==> src/rtl/note_trainer_seq.sv <==
// Note trainer sequencer: plays NUM_NOTES targets, scores PS/2 make codes; train mode replays on miss.
// Latency: key strobe -> CHECK next cycle -> next play_req 2 cycles after strobe; play_req held until play_ack.
module note_trainer_seq #(
  parameter int                       NUM_NOTES  = 7,
  parameter int                       IDX_W      = 3,
  parameter logic [8*NUM_NOTES-1:0]   NOTE_CODES = 56'h34_2B_24_23_21_32_1C,
  parameter logic [7:0]               TRAIN_KEY  = 8'h2C,
  parameter logic [7:0]               GAME_KEY   = 8'h34,
  parameter logic [7:0]               START_KEY  = 8'h29,
  parameter logic [7:0]               ESC_KEY    = 8'h76,
  parameter int                       MAX_MISS   = 3,
  parameter int                       CNT_W      = 5
) (
  input  logic             CLOCK_50,
  input  logic             reset,
  input  logic [7:0]       ps2_key_data,
  input  logic             ps2_key_pressed,
  input  logic             play_ack,
  output logic             play_req,
  output logic [IDX_W-1:0] play_note_idx,
  output logic             game_mode,
  output logic [2:0]       fsm_state,
  output logic [CNT_W-1:0] correct_count,
  output logic [CNT_W-1:0] miss_count,
  output logic             done
);

  typedef enum logic [2:0] {
    S_IDLE     = 3'd0,
    S_ARMED    = 3'd1,
    S_PLAY     = 3'd2,
    S_WAIT_KEY = 3'd3,
    S_CHECK    = 3'd4,
    S_DONE     = 3'd5
  } state_t;

  state_t           state, state_nxt;
  logic [IDX_W-1:0] note_idx, note_idx_nxt;
  logic [CNT_W-1:0] correct_nxt, miss_nxt;
  logic [CNT_W-1:0] consec_miss, consec_miss_nxt;
  logic [7:0]       key_q, key_nxt;
  logic             break_pending, break_nxt;
  logic             game_nxt;
  logic             key_valid, esc, hit, advance;
  logic [7:0]       target_code;

  function automatic logic [CNT_W-1:0] sat_inc(input logic [CNT_W-1:0] v);
    return (&v) ? v : v + 1'b1;
  endfunction

  // Break prefix swallows the following byte; extended prefix is transparent.
  assign key_valid = ps2_key_pressed && !break_pending &&
                     (ps2_key_data != 8'hF0) && (ps2_key_data != 8'hE0);
  assign esc       = key_valid && (ps2_key_data == ESC_KEY);

  always_comb begin
    break_nxt = break_pending;
    if (ps2_key_pressed) begin
      if (ps2_key_data == 8'hF0)      break_nxt = 1'b1;
      else if (ps2_key_data != 8'hE0) break_nxt = 1'b0;
    end
  end

  assign target_code = NOTE_CODES[8*int'(note_idx) +: 8];
  assign hit         = (key_q == target_code);

  always_comb begin
    state_nxt       = state;
    note_idx_nxt    = note_idx;
    correct_nxt     = correct_count;
    miss_nxt        = miss_count;
    consec_miss_nxt = consec_miss;
    key_nxt         = key_q;
    game_nxt        = game_mode;
    advance         = 1'b0;

    if (state != S_IDLE && esc) begin
      state_nxt = S_IDLE;
    end else begin
      case (state)
        S_IDLE: begin
          if (key_valid && ps2_key_data == TRAIN_KEY) begin
            state_nxt = S_ARMED;
            game_nxt  = 1'b0;
          end else if (key_valid && ps2_key_data == GAME_KEY) begin
            state_nxt = S_ARMED;
            game_nxt  = 1'b1;
          end
        end
        S_ARMED: begin
          if (key_valid && ps2_key_data == START_KEY) begin
            state_nxt       = S_PLAY;
            note_idx_nxt    = '0;
            correct_nxt     = '0;
            miss_nxt        = '0;
            consec_miss_nxt = '0;
          end
        end
        S_PLAY: begin
          if (play_ack) state_nxt = S_WAIT_KEY;
        end
        S_WAIT_KEY: begin
          if (key_valid) begin
            key_nxt   = ps2_key_data;
            state_nxt = S_CHECK;
          end
        end
        S_CHECK: begin
          if (hit) begin
            correct_nxt     = sat_inc(correct_count);
            consec_miss_nxt = '0;
            advance         = 1'b1;
          end else begin
            miss_nxt = sat_inc(miss_count);
            if (game_mode) begin
              advance = 1'b1;
            end else if ((consec_miss + 1'b1) >= CNT_W'(MAX_MISS)) begin
              consec_miss_nxt = '0;
              advance         = 1'b1;
            end else begin
              consec_miss_nxt = consec_miss + 1'b1;
              state_nxt       = S_PLAY;
            end
          end
          if (advance) begin
            if (note_idx == IDX_W'(NUM_NOTES-1)) begin
              state_nxt = S_DONE;
            end else begin
              note_idx_nxt = note_idx + 1'b1;
              state_nxt    = S_PLAY;
            end
          end
        end
        S_DONE:  state_nxt = S_IDLE;
        default: state_nxt = S_IDLE;
      endcase
    end
  end

  always_ff @(posedge CLOCK_50 or posedge reset) begin
    if (reset) begin
      state         <= S_IDLE;
      note_idx      <= '0;
      correct_count <= '0;
      miss_count    <= '0;
      consec_miss   <= '0;
      key_q         <= '0;
      break_pending <= 1'b0;
      game_mode     <= 1'b0;
      play_req      <= 1'b0;
      done          <= 1'b0;
    end else begin
      state         <= state_nxt;
      note_idx      <= note_idx_nxt;
      correct_count <= correct_nxt;
      miss_count    <= miss_nxt;
      consec_miss   <= consec_miss_nxt;
      key_q         <= key_nxt;
      break_pending <= break_nxt;
      game_mode     <= game_nxt;
      play_req      <= (state_nxt == S_PLAY);
      done          <= (state_nxt == S_DONE);
    end
  end

  assign play_note_idx = note_idx;
  assign fsm_state     = state;

endmodule

==> config.mk <==
export PLATFORM = sky130hd
export DESIGN_NAME = note_trainer_seq
export DESIGN_NICKNAME = d
export VERILOG_FILES = /design/src/rtl/note_trainer_seq.sv
export SDC_FILE = /design/constraint.sdc
export NUM_CORES = 1
export LEC_CHECK = 0
export ABC_AREA = 1
export BUFFER_PORTS_ARGS = -buffer_cell sky130_fd_sc_hd__buf_2
export CAP_MARGIN = 5
export CORE_MARGIN = 2
export CORE_UTILIZATION = 50
export CTS_CLUSTER_DIAMETER = 30
export DETAILED_ROUTE_END_ITERATION = 6
export PLACE_DENSITY = 0.78
export SLEW_MARGIN = 20
export SYNTH_ARGS = -nofsm -noshare
export SYNTH_HDL_FRONTEND = slang
export SYNTH_SLANG_ARGS = --single-unit
==> constraint.sdc <==
create_clock -name CLOCK_50 -period 3.3 [get_ports CLOCK_50]
set_input_delay 0.825 -clock CLOCK_50 [delete_from_list [all_inputs] [get_ports CLOCK_50]]
set_output_delay 0.825 -clock CLOCK_50 [all_outputs]
set_load 0.01 [all_outputs]
==> impl_metrics.ini, run 1 <==
[detailed_routing]
drc_errors = 0
firstDrtPassIters = 4
ant_nets = 0
wire_per_inst_um = 11.1
vias = 1937
viasPerCell = 4.97
wl_um = 4310
dr.first_iter.drc_count = 96

[critical_path]
cp.required_ns = 3.48
crit_fanout = 7
cp_common_cell = nand2_2
end_kind = flop
critPathSlowestCell = dfrtp_1
worstPathCellList = inv_1, ha_1, nand2_2, nand3_1, nand2_1, nand3_2, nor2_4, nand2_4, nand2_4, nand2_2, nand2_2, nand2_2, nand2_1, nand2_1
setup.worst_path.class = flop to flop
cp-start-kind = flop
rrSetupSlack_ns = 1.31
arrival_ns = 2.17
cpPeakStageDelay_ns = 0.47

[clock_tree]
post_cts_resized = 0
cts-root-buf = clkbuf_8
post-cts-setup-buffers = 0
tritoncts = built
cts_hold_buf = 0
worstSkewPairLatency_ns = 0.28
h-tree-depth = 2
clockBufferDepth = 2
cts.sinks = 33
path_clk_slew_ns = 0.07
cts_buffers = 5

[synthesis]
synthesis.area_um2 = 2250
synth_nets = 324
synth_warnings = 0
synth-seq-area-share_pct = 36.7
yosysUniqueCellTypes = 31
syn_inst = 301
synth_seq_cells = 33
syn-mean-instance-area_um2 = 7.47

[placement]
hpwlAfterDp_um = 3310
gp_congestion = 0.841
place_ws_ns = 1.01
place_area_um2 = 2460
place_inst = 382
place.port_buffers = 30

[timing]
final.setup.tns_ns = 0
finalSetupViolations = 0
final_hold_viol_count = 0
max_freq_mhz = 504
slew_headroom_pct = 65.5
grt_setup_unrepaired = no
setup_slack_ns = 1.31
clock_skew_ns = 0.00683
fin_crit_ns = 1.99
tightestPinTransition_ns = 0.514
period_share_pct = 60.2
slew_violations = 0

[floorplan]
core_area_um2 = 4350
ios = 31
die-area_um2 = 5050
std_cell_rows = 24
die_w_um = 71.1
die_y_um = 71.1
initial_core_util_pct = 51.6

[power]
ir_drop_v = 0.000285
power_density_nw_per_um2 = 331
power_uw = 848
p_leak_nw = 1.42

[outcome]
status = complete, no violations

[cells_and_area]
area_delta_synth_final_pct = 14.0
regArea_um2 = 826
finish.instance_area_um2 = 2560
fin_nets = 360
layout_commonest_cell = nand2_1
antennaDiodeCount = 0
layout_common_cells = nand2_1, inv_1, dfrtp_1
multiInputGateArea_um2 = 1240
drive_above_1_share_pct = 26.9
layout.cells.non_filler = 390
fill_cells = 392

[global_routing]
grt_pass1_vias = 1840
grt_usage_pct = 19.3
grt_antenna_before_repair = 0
grt_max_degree = 34
grt_pass1_wl_um = 7960
grt_overflow = 0

[flow_run]
cap_violations = 0

[min_path]
hold_path.class = flop to flop
## kinds of logic after synthesis
kind of cell | count (synthesis) | synth area share [%]
compound gates | 24 | 6.84
xor+xnor | 1 | 0.390
fa+ha+maj | 11 | 6.12
buf+inv | 48 | 8.12
flops | 33 | 36.7
mux | 1 | 0.501
simple gates | 183 | 41.3
## layer usage
| metal | up-vias | share of wire [%] | track usage (%) |
|---|---|---|---|
| met4 | 0 | 1.3 | 5.87 |
| met3 | 8 | 4.9 | 4.70 |
| met1 | 871 | 47 | 26.3 |
| li1 | 1011 | - | - |
| met5 | - | 0 | 0 |
| met2 | 47 | 47 | 30.6 |
## registers in the layout, indices dropped and copies added (netlist names)
signal,count
miss_count,5
game_mode,1
correct_count,5
done,1
play_req,1
break_pending,1
fsm_state,3
play_note_idx,3
consec_miss,5
key_q,8
## through the flow
stage | hold WS (ns) | util, %
2_1_floorplan | 0.454 | -
3_3_place_gp | 0.468 | 56.5
3_5_place_dp | 0.495 | 56.5
4_1_cts | 0.511 | 58.9
5_1_grt | 0.549 | 58.9
6_report | 0.512 | 58.9
## critical path, delay by kind of cell (launching register included)
kind / cells / cell delay (ns)
fa+ha+maj: 1 / 0.22
buf+inv: 1 / 0.12
flops: 1 / 0.47
simple gates: 12 / 1.06
## cell type report
cell class | count | share of cell area [%]
clock buffers | 7 | 3.76
clock inverters | 1 | 0.195
repair buffers | 31 | 6.15
multi-input cells | 220 | 48.4
flip-flops and latches | 33 | 32.2
well taps | 52 | 2.54
inverters | 46 | 6.74
## synthesized netlist by cell type
cell type / instances / area [um2]
nor2_4: 1 / 11.3
xnor2_1: 1 / 8.76
inv_1: 38 / 143
nor2_2: 4 / 25.0
or2_2: 3 / 18.8
o21ai_2: 5 / 43.8
a21oi_1: 5 / 25.0
nand4_4: 1 / 21.3
nand2_2: 18 / 113
dfrtp_1: 33 / 826
ha_1: 11 / 138
o21bai_1: 1 / 7.51
buf_2: 2 / 10.0
nor2_8: 1 / 20.0
nand2_1: 84 / 315
a31oi_1: 1 / 6.26
mux2_2: 1 / 11.3
clkinv_1: 3 / 11.3
nand3_1: 22 / 110
nand2_4: 6 / 67.6
a21oi_4: 1 / 16.3
nor3_1: 5 / 25.0
nand2b_2: 1 / 8.76
nor2_1: 26 / 97.6
nand4_1: 5 / 31.3
o21ai_1: 4 / 20.0
nand3b_1: 1 / 7.51
o21ai_0: 7 / 35.0
nand3_2: 4 / 40.0
inv_2: 5 / 18.8
nor3_4: 1 / 16.3
## power by group
part / internal, mW / total, mW / switching [mW]
sequential: 0.411 / 0.417 / 0.00618
combinational: 0.0329 / 0.0971 / 0.0642
clock: 0.188 / 0.334 / 0.145
## worst paths after layout
check,startpoint,endpoint,depth (start not counted)
max in group asynchronous,reset,key_q[2],3
setup / recovery,play_note_idx[0],play_note_idx[0],14
min in group asynchronous,reset,miss_count[1],3
setup reg to reg,play_note_idx[0],play_note_idx[0],14
hold reg to reg,key_q[6],key_q[6],2
hold / removal,key_q[6],key_q[6],2
No activity file was read; power rests on OpenSTA's default activity.
==> run 2: changes to the inputs <==
--- a/config.mk
+++ b/config.mk
@@ -12,7 +12,7 @@
 export CORE_UTILIZATION = 50
 export CTS_CLUSTER_DIAMETER = 30
 export DETAILED_ROUTE_END_ITERATION = 6
-export PLACE_DENSITY = 0.78
+export PLACE_DENSITY = 0.81
 export SLEW_MARGIN = 20
 export SYNTH_ARGS = -nofsm -noshare
 export SYNTH_HDL_FRONTEND = slang
==> constraint.sdc (replaced) <==
create_clock -name CLOCK_50 -period 1.7 [get_ports CLOCK_50]
set_input_delay 0.425 -clock CLOCK_50 [delete_from_list [all_inputs] [get_ports CLOCK_50]]
set_output_delay 0.425 -clock CLOCK_50 [all_outputs]
set_load 0.01 [all_outputs]
==> run 2 against run 1 <==
The flow now finishes with violations (setup timing). Clock skew is essentially flat. Final cell count increased by 8.7%. Global-route usage rose by 2.6 points. First-iteration DRC count fell by 28%. Worst hold slack worse by 0.31 ns. Clock-buffer cell count down 2. Sequential share of layout area shrank 4.2 points. Total power increased by 91%. Critical path depth grew 1. Sequential cell count did not move. Die area unchanged. Largest cell class unchanged. Routed wire length grew 19%.
==> impl_metrics.ini, run 2 (same netlist as run 1, synthesis figures left out) <==
[global_routing]
grt_overflow = 0
grt_antenna_before_repair = 0
grt_pass1_wl_um = 8940
grt_usage_pct = 21.9
grt_max_degree = 34
grt_pass1_vias = 2073

[critical_path]
end_kind = flop
worstPathCellList = ha_4, inv_2, nand2_4, nand2_2, nand2_1, nand2_1, nand2_1, nor2_2, nand2_4, nand2_4, nand2_4, nand2_4, nand2_4, nand2_1, nand2_1
cp.required_ns = 1.88
critPathSlowestCell = dfrtp_2
arrival_ns = 2.01
cp_common_cell = nand2_4
critical_path_buf_inv_count = 1
cpPeakStageDelay_ns = 0.47
setup.worst_path.class = flop to flop
crit_fanout = 6
cp-start-kind = flop
cp_top_family = simple AND/OR/NAND/NOR gates

[detailed_routing]
wl_um = 5140
firstDrtPassIters = 4
ant_nets = 0
drc_errors = 0
viasPerCell = 4.98
vias = 2111
dr.first_iter.drc_count = 69
wire_per_inst_um = 12.1

[power]
power_mw = 1.62
ir_drop_v = 0.000588
power_density_nw_per_um2 = 546
p_leak_nw = 1.63

[clock_tree]
path_clk_slew_ns = 0.07
clockBufferDepth = 2
cts-root-buf = clkbuf_8
h-tree-depth = 2
cts.sinks = 33
cts_buffers = 5
worstSkewPairLatency_ns = 0.29
tritoncts = built

[cells_and_area]
drive_above_1_share_pct = 41.9
layout_commonest_cell = nand2_1
largest_register = key_q
fill_cells = 334
utilization_pct = 68.0
layout_common_cells = nand2_1, inv_1, buf_4
largest_reg_flops = 8
fin_nets = 394
layout.cells.non_filler = 424
area_delta_synth_final_pct = 31.7
antennaDiodeCount = 0

[outcome]
violations = setup timing
status = complete, but fails checks

[timing]
tightestPinTransition_ns = 0.404
grt_setup_unrepaired = yes
slew_violations = 0
fin_crit_ns = 1.83
fin_hold_ws_ns = 0.205
period_share_pct = 107
slew_headroom_pct = 73.1
max_freq_mhz = 548
clock_skew_ns = 0.00677
final_hold_viol_count = 0
finalSetupViolations = 23
setup_slack_ns = -0.126

[min_path]
hold_path.class = input pin to asynchronous set/reset pin

[placement]
hpwlAfterDp_um = 3760
place_inst = 411
place.port_buffers = 30
gp_congestion = 0.893

[flow_run]
cap_violations = 0

[floorplan]
initial_core_util_pct = 51.6
die_y_um = 71.1
ios = 31
die-area_um2 = 5050
std_cell_rows = 24
die_w_um = 71.1
core_area_um2 = 4350
run 2: changes by cell type in the layout (fill, tap and decap cells not counted), moves of 4 or more:
cell	previous run	this run
nand2_4	6	14
inv_1	38	33
nand2_1	84	70
nand2_2	18	25
inv_2	5	9
buf_4	1	32
run 2: routing by layer:
metal / GRT usage [%] / part of all wire [%] / vias up
met1: 26.8 / 44 / 983
met4: 8.81 / 2.0 / 0
met2: 38.8 / 52 / 32
met3: 2.85 / 2.7 / 12
met5: 0 / 0 / -
li1: - / - / 1084
run 2: final cells by class:
type                            count  area [um2]  area share, %
Clock buffer                        5        68.8           2.32
Timing Repair Buffer               64         422           14.2
Multi-Input combinational cell    221        1380           46.7
Tap cell                           52        65.1           2.20
Clock inverter                      3        17.5          0.592
Sequential cell                    33         828           28.0
Inverter                           46         178           6.00
run 2: worst register-to-register path: stages (launching register included):
cell     delay (ns)
dfrtp_2        0.47
ha_4           0.18
inv_2          0.06
nand2_4        0.07
nand2_2        0.07
nand2_1        0.05
nand2_1        0.06
nand2_1        0.06
nor2_2         0.16
nand2_4        0.11
nand2_4        0.12
nand2_4        0.06
nand2_4        0.09
nand2_4        0.06
nand2_1        0.06
nand2_1        0.05
run 2: path summary, 6_finish.rpt:
path,end,start,cells after the start,slack [ns]
setup / recovery,play_note_idx[2],play_note_idx[0],15,-0.13
hold / removal,miss_count[2],reset,3,0.21
setup reg to reg,play_note_idx[2],play_note_idx[0],15,-0.13
hold reg to reg,key_q[7],key_q[7],2,0.51
max in group asynchronous,play_note_idx[0],reset,3,1.19
min in group CLOCK_50,break_pending,ps2_key_pressed,2,0.34
run 2: per-stage QoR:
stage	TNS, ns	setup slack (ns)	area [um2]
finish	-1.64	-0.126	2960
global route	-4.70	-0.255	2960
CTS	-0.664	-0.0691	2890
detailed placement	-1.77	-0.153	2690
global placement	-0.913	-0.0670	2690
floorplan	0	0.00547	2250
run 2: repair_timing:
item                                    in CTS  in global routing
cloned                                       1                  0
pin swaps                                    5                 18
hold buffers                                 0                  0
resized for setup                           20                 23
endpoints found under the setup margin      23                 23
setup buffers                                3                  1
run 2: power breakdown:
part           internal [mW]  switching (mW)  total [mW]
clock                  0.282           0.301       0.584
combinational         0.0848           0.138       0.223
sequential             0.797          0.0132       0.810
